### config.mk
export PLATFORM = sky130hd
export DESIGN_NAME = btn_press_encoder
export DESIGN_NICKNAME = d
export VERILOG_FILES = /design/src/rtl/btn_press_encoder.sv
export SDC_FILE = /design/constraint.sdc
export NUM_CORES = 1
export LEC_CHECK = 0
export BUFFER_PORTS_ARGS = -buffer_cell sky130_fd_sc_hd__buf_2
export CAP_MARGIN = 20
export CELL_PAD_IN_SITES_DETAIL_PLACEMENT = 1
export CELL_PAD_IN_SITES_GLOBAL_PLACEMENT = 2
export CORE_ASPECT_RATIO = 1.4
export CORE_MARGIN = 2
export CORE_UTILIZATION = 37
export CTS_CLUSTER_DIAMETER = 200
export DETAILED_ROUTE_END_ITERATION = 8
export PLACE_DENSITY = 0.79
export SYNTH_ARGS = -nofsm -noshare
export SYNTH_HDL_FRONTEND = slang
export SYNTH_SLANG_ARGS = --single-unit
export TNS_END_PERCENT = 20
### constraint.sdc
create_clock -name clk -period 2.13 [get_ports clk]
set_clock_uncertainty 0.05 [all_clocks]
set_input_delay 0.213 -clock clk [delete_from_list [all_inputs] [get_ports clk]]
set_output_delay 0.213 -clock clk [all_outputs]
set_load 0.05 [all_outputs]
### src/rtl/btn_press_encoder.sv
// btn_press_encoder
//   Conditions the four mode push-buttons: two-flop synchronisation, a counter
//   debounce per channel, a one-hot single-cycle press strobe (highest index
//   wins), and a one-shot long-press strobe for the button that owns the hold.
//
// Ports
//   clk       : system clock
//   rst       : asynchronous reset, active low
//   btn_in    : raw button pins, asynchronous, active high
//   btn_level : debounced button levels (registered)
//   btn_press : one-hot, one-cycle pulse on an accepted press (registered)
//   btn_long  : one-hot, one-cycle pulse when the owning press reaches LONG_CYCLES

// Per-channel synchroniser and debouncer.
module btn_deb #(
    parameter int DEB_CYCLES = 2500000,
    parameter int CNT_WIDTH  = 28
) (
    input  logic clk,
    input  logic rst,
    input  logic raw,
    output logic level
);
    localparam logic [CNT_WIDTH-1:0] DC_MAX = CNT_WIDTH'(DEB_CYCLES - 1);

    logic                 s1, s2;
    logic [CNT_WIDTH-1:0] dc;

    always_ff @(posedge clk or negedge rst) begin
        if (!rst) begin
            s1    <= 1'b0;
            s2    <= 1'b0;
            dc    <= '0;
            level <= 1'b0;
        end else begin
            s1 <= raw;
            s2 <= s1;
            // Any return to the current level restarts the count, so a glitch
            // shorter than DEB_CYCLES never reaches the level.
            if (s2 == level) begin
                dc <= '0;
            end else if (dc == DC_MAX) begin
                level <= s2;
                dc    <= '0;
            end else begin
                dc <= dc + 1'b1;
            end
        end
    end
endmodule

module btn_press_encoder #(
    parameter int BTN_NUM     = 4,
    parameter int DEB_CYCLES  = 2500000,
    parameter int LONG_CYCLES = 250000000,
    parameter int CNT_WIDTH   = 28
) (
    input  logic               clk,
    input  logic               rst,
    input  logic [BTN_NUM-1:0] btn_in,
    output logic [BTN_NUM-1:0] btn_level,
    output logic [BTN_NUM-1:0] btn_press,
    output logic [BTN_NUM-1:0] btn_long
);
    localparam logic [CNT_WIDTH-1:0] HC_MAX = CNT_WIDTH'(LONG_CYCLES - 1);

    logic [BTN_NUM-1:0]   btn_level_d;
    logic [BTN_NUM-1:0]   rise;
    logic [BTN_NUM-1:0]   sel;
    logic [BTN_NUM-1:0]   own;
    logic [CNT_WIDTH-1:0] hc;
    logic                 long_done;
    logic                 own_held;

    for (genvar i = 0; i < BTN_NUM; i++) begin : g_lane
        btn_deb #(
            .DEB_CYCLES (DEB_CYCLES),
            .CNT_WIDTH  (CNT_WIDTH)
        ) u_deb (
            .clk   (clk),
            .rst   (rst),
            .raw   (btn_in[i]),
            .level (btn_level[i])
        );
    end

    // Highest rising index wins; lower simultaneous rises are dropped.
    always_comb begin
        rise = btn_level & ~btn_level_d;
        sel  = '0;
        for (int i = 0; i < BTN_NUM; i++) begin
            if (rise[i]) sel = BTN_NUM'(1) << i;
        end
    end

    // own is only ever loaded while its level is high, so "not held" means
    // the owning level has fallen.
    assign own_held = |(own & btn_level);

    always_ff @(posedge clk or negedge rst) begin
        if (!rst) begin
            btn_level_d <= '0;
            btn_press   <= '0;
            btn_long    <= '0;
            own         <= '0;
            hc          <= '0;
            long_done   <= 1'b0;
        end else begin
            btn_level_d <= btn_level;
            btn_press   <= sel;
            btn_long    <= '0;
            if (|sel) begin
                // A new press takes ownership and suppresses any long strobe
                // the previous owner would have produced this cycle.
                own       <= sel;
                hc        <= '0;
                long_done <= 1'b0;
            end else if (|own) begin
                if (!own_held) begin
                    own       <= '0;
                    hc        <= '0;
                    long_done <= 1'b0;
                end else if (hc == HC_MAX) begin
                    // hc saturates; long_done keeps the strobe to one per press.
                    if (!long_done) begin
                        btn_long  <= own;
                        long_done <= 1'b1;
                    end
                end else begin
                    hc <= hc + 1'b1;
                end
            end
        end
    end
endmodule

# After elaboration in Yosys (flattened, before gate mapping)

Index checks and enable logic that the tools add are counted.

$lt $le $gt $ge: 0
Bitwise logic cells: 7
Multiply operators: 0
Divide/modulo/power cells: 0
Equal/unequal tests: 12
Reduce and logical (&&, ||, !) cells: 11
Shift-type cells: 0
Muxes and demuxes: 28
$add $sub $neg: 5

Operators by type and width:

| cell                                                                    | count |
|---|---|
| 28-bit 2-to-1 mux                                                       | 12 |
| 28-bit by 1-bit adder with 28-bit output, second input constant         | 5 |
| 28-bit by 22-bit == test with 1-bit output, second input constant       | 4 |
| 4-bit 2-to-1 mux                                                        | 10 |
| 28-bit == test, second input constant                                   | 1 |
| 2-bit AND reduction                                                     | 7 |
| 4-bit OR reduction                                                      | 3 |
| 4-bit bitwise AND                                                       | 2 |
| 1-bit 2-to-1 mux                                                        | 5 |
| 1-bit == test                                                           | 4 |
| 1-bit NOT                                                               | 4 |
| 4-bit NOT                                                               | 1 |
| 3-bit by 1-bit inequality test with 1-bit output, second input constant | 1 |
| 3-bit inequality test, second input constant                            | 1 |
| 2-bit 2-to-1 mux                                                        | 1 |
| 2-bit by 1-bit inequality test with 1-bit output, second input constant | 1 |
| 2-bit nonzero test                                                      | 1 |

Bits in latches: 0
Bits in writable memories: 0
Memories kept: 0
Logic and storage cells: 85
Register bits: 169
Bits in read-only memories: 0

# Longest topological paths before layout

Depth in word-level cells: 9
Depth in mapped cells: 8
Gate-level depth less buffers: 6

# By module

Synthesis repeated with hierarchy kept, for this count alone.

Cells, all modules: 900
Area total of the unflattened synthesis: 8705.8 um^2

Modules (own cells, without submodules):

| module                         | area an instance (um^2) | cells each | instances |
|---|---|---|---|
| btn_deb at g_lane[0].u_deb ... | 1595.3                  | 164        | 3 |
| btn_press_encoder              | 2277.2                  | 238        | 1 |
| btn_deb at g_lane[1].u_deb     | 1642.8                  | 170        | 1 |

# Least setup slack after synthesis

OpenSTA, ideal clock, no wires.

Path kind: register -> register
Start point: register g_lane[2].u_deb.dc[0]
End point: register g_lane[2].u_deb.dc[19]
Period minus slack after synthesis: 2254 ps
Cell stages (with the launch flop): 7
Library setup time: 132 ps
Required time: 1948 ps
Data arrival time: 2072 ps
Slack: -124 ps
Cell sequence: dfrtp_1 > ha_1 > nand4_1 > or4_1 > o21ai_1 > clkbuf_1 > nor2_1

Cells in the longest elaborated chain, start to end: 3
Elaborated cells between the ends (all ways): 4
Classes of those cells: add/sub: 1; eq/ne: 1; mux: 2

RTL lines:

| element                                                                                                       | line   | RTL |
|---|---|---|
| start, declared                                                                                               | 27     | `logic [CNT_WIDTH-1:0] dc;` |
| start signal, assigned                                                                                        | 46     | `dc <= dc + 1'b1;` |
| 28-bit by 1-bit adder with 28-bit output / 28-bit by 22-bit == test with 1-bit output (equally long branches) | 46, 42 |  |
| 28-bit 2-to-1 mux *                                                                                           | 42     | `end else if (dc == DC_MAX) begin` |
| 28-bit 2-to-1 mux *                                                                                           | 40     | `if (s2 == level) begin` |

Every way passes the cells marked *; elsewhere a longest branch is shown, timed or not.
A chain may end at the register's enable or synchronous reset.

# Worst setup path in the final report

Start point: register hc[14]
End point: register hc[27]

Cells in the longest elaborated chain, start to end: 5
Elaborated cells between the ends (all ways): 8
Classes of those cells: add/sub: 1; eq/ne: 2; mux: 4; reduce/logical: 1

RTL lines:

| element                                  | line | RTL |
|---|---|---|
| start, declared                          | 71   | `logic [CNT_WIDTH-1:0] hc;` |
| start signal, assigned                   | 130  | `hc <= hc + 1'b1;` |
| 28-bit by 1-bit adder with 28-bit output | 130  |  |
| 28-bit 2-to-1 mux                        | 123  | `end else if (hc == HC_MAX) begin` |
| 28-bit 2-to-1 mux                        | 119  | `if (!own_held) begin` |
| 28-bit 2-to-1 mux                        | 118  | `end else if (\|own) begin` |
| 28-bit 2-to-1 mux                        | 112  | `if (\|sel) begin` |

Several ways; a longest one is shown, not always the timed one. The select of a mux whose other input is x is not followed.

==> results.json <==
{
  "outcome": "finished, violations left",
  "violations": "setup timing",
  "grt_max_degree": 49,
  "synth_edf_count": 0,
  "ys_warn_count": 0,
  "grt.overflow.total": 0,
  "critical_path.startpoint_type": "flop",
  "io_buffers": 17,
  "cp.required_ns": 2.45,
  "ys_async_sr_fraction": 1.000,
  "dieArea_um2": 23360,
  "vdd_drop_max_mv": 0.5889,
  "hold_violations": 0,
  "synth_top_cells_by_area": "dfrtp_1 (52%), nor2_1 (6.5%), xor2_1 (6.2%)",
  "cts_buffers": 17,
  "syn_inst": 845,
  "critPathCaptureType": "flop",
  "max_freq_ghz": 0.4686,
  "num_vias": 6547,
  "post_dp_cell_area_um2": 9141,
  "yosys.area.top_type": "dfrtp_1",
  "antenna_found_initial": 0,
  "core_area_um2": 21780,
  "ios": 18,
  "wl_per_cell_um": 16.21,
  "min_path_type": "in -> async",
  "insertion_delay_ns": 0.44,
  "area_delta_synth_final_pct": 20.90,
  "r2r_cells": 5,
  "reg2reg_from": "hc[14]",
  "crit_type": "reg -> reg",
  "root_buffer": "clkbuf_16",
  "rows": 64,
  "yosysTopAreaCellShare": 0.5163,
  "tns_ns": -0.004243,
  "diodes": 0,
  "layout_commonest_cell": "dfrtp_1",
  "setup_viol": 1,
  "start_util": 0.3761,
  "fillerInstances": 2498,
  "regToRegSetupSlack_ns": -0.004,
  "cellPowerDensity_nw_per_um2": 677.6,
  "fin_util": 0.4547,
  "synth_flop_cell": "dfrtp_1",
  "wirelength_um": 20150,
  "arrival_ns": 2.45,
  "maxSlewHeadroom": 0.6651,
  "cts.path.max_buffers": 2,
  "avgSynthCellArea_um2": 9.694,
  "nets": 944,
  "drcViolationCount": 0,
  "first_pass_iters": 4,
  "final.setup.worst_slack_ns": -0.004243,
  "max_cap_violations": 0,
  "gp_congestion": 0.7749,
  "synth-seq-cells": 169,
  "syn_area_um2": 8192,
  "tightestPinTransition_ns": 0.5023,
  "antenna_left": 0,
  "die_height_um": 180.1,
  "grt_pass1_wl_um": 34350,
  "cp_max_fo": 2,
  "min_period_over_period": 1.002,
  "stdcell_area_um2": 9903,
  "post-route-min-period_ns": 2.134,
  "power_leakage_nw": 4.198,
  "cts_tree": "built",
  "grtUsageTotal": 0.1834,
  "ys_types": 49,
  "vias_per_cell": 5.267,
  "r2r_end": "hc[27]",
  "grt_setup_unrepaired": "yes",
  "dpl.hpwl_um": 13920,
  "most-common-layout-cells": "dfrtp_1 (168), nor2_1 (142), buf_4 (68)",
  "ys_seq_area_frac": 0.5163,
  "drv_slew": 0,
  "syn_nets": 856,
  "drt_iter0_markers": 236,
  "first_global_vias": 6933,
  "htreeDepth": 4,
  "drive_gt1_frac": 0.1660,
  "die_w_um": 129.8,
  "clock_sinks": 169,
  "path_clk_slew_ns": 0.07
}
==> Yosys cell counts, types with 2 or more instances <==
master / instances
buf_2: 2
ha_1: 5
buf_4: 4
o211ai_1: 5
and2_1: 6
nand4_1: 39
or4_1: 17
nand4b_1: 2
clkbuf_1: 21
a22o_1: 2
or2_2: 9
xnor2_1: 51
and4_1: 12
nor2_1: 142
or3_1: 9
dfrtp_1: 169
o31ai_1: 9
nand3_1: 65
a21o_1: 3
mux2_2: 4
o21ai_0: 15
nor3_1: 26
o41ai_1: 2
nor4b_1: 8
nand2_1: 49
xor2_1: 58
inv_1: 25
mux2i_1: 2
nand2b_1: 5
nor4_1: 28
a21oi_1: 18
and3_1: 15
buf_1: 2
==> repair_timing <==
action / in CTS / in global routing
gates resized for setup: 4 / 13
pin swaps: 2 / 4
endpoints found under the hold margin: 47 / 0
setup buffers: 0 / 4
endpoints found under the setup margin: 2 / 22
hold buffers: 5 / 0
==> routing by layer <==
layer | up-vias | track usage | routed length (um)
met5 | - | 0 | 0
li1 | 3143 | - | -
met4 | 0 | 0.05591 | 271
met2 | 59 | 0.3250 | 10840
met3 | 16 | 0.03474 | 408
met1 | 3329 | 0.2229 | 8628
==> cells by family (layout without fill, tap and decap cells) <==
kind of cell,after synthesis,after routing,share of synthesized area
and+or+nand+nor,441,441,0.2781
xor gates and xnor gates,109,109,0.1165
AOI/OAI and AO/OA,61,61,0.04659
muxes,6,6,0.007942
adders and majority gates,5,5,0.007637
buffers and inverters,54,155,0.02688
DFF,169,169,0.5163
==> state kept, by name (all words and copies together), names as in the netlist, 4 cells and up <==
name	flops
btn_level_d	4
btn_long	4
btn_press	4
g_lane.u_deb.dc	112
g_lane.u_deb.level	4
g_lane.u_deb.s1	4
g_lane.u_deb.s2	4
hc	28
own	4
==> final cells by class <==
class	count	area (um2)	share of cell area
flip-flops and latches	169	4230	0.4272
multi-input cells	622	3809	0.3846
repair buffers	98	785.8	0.07934
clock buffers	18	429.2	0.04334
well taps	297	371.6	0.03752
clock inverters	14	183.9	0.01857
inverters	25	93.84	0.009476
==> critical path, stage by stage, from the launching register on <==
cell and delay [ns]:
dfrtp_1 0.38, nand4_2 0.14, or4_4 0.52, or4_4 0.50, or3_4 0.34, a21oi_2 0.14
==> through the flow <==
step / setup WS [ns] / std cells / hold WS (ns) / total power, mW
after CTS: -0.01985 / 1239 / 0.2310 / 6.812
after global routing: -0.06318 / 1243 / 0.2639 / 6.970
after floorplan: -0.004758 / 845 / -0.1326 / 3.379
final: -0.004243 / 1243 / 0.2184 / 6.710
after global placement: 0.03612 / 1202 / 0.1340 / 3.505
after detailed placement: -0.01133 / 1202 / 0.1452 / 3.509
==> worst max path at each step <==
stage | depth (start not counted) | from | end
final | 5 | hc[14] | hc[27]
after global routing | 5 | hc[14] | hc[27]
after CTS | 5 | hc[21] | hc[27]
after detailed placement | 5 | hc[21] | hc[27]
after global placement | 5 | hc[21] | hc[27]
after floorplan | 6 | g_lane[2].u_deb.dc[0] | g_lane[2].u_deb.dc[19]
==> where the power goes <==
part           internal, mW  switching (mW)
combinational        0.0625           0.125
clock                  1.87            1.39
sequential             3.23          0.0233
Note: power is estimated with default switching activity, not from simulation.
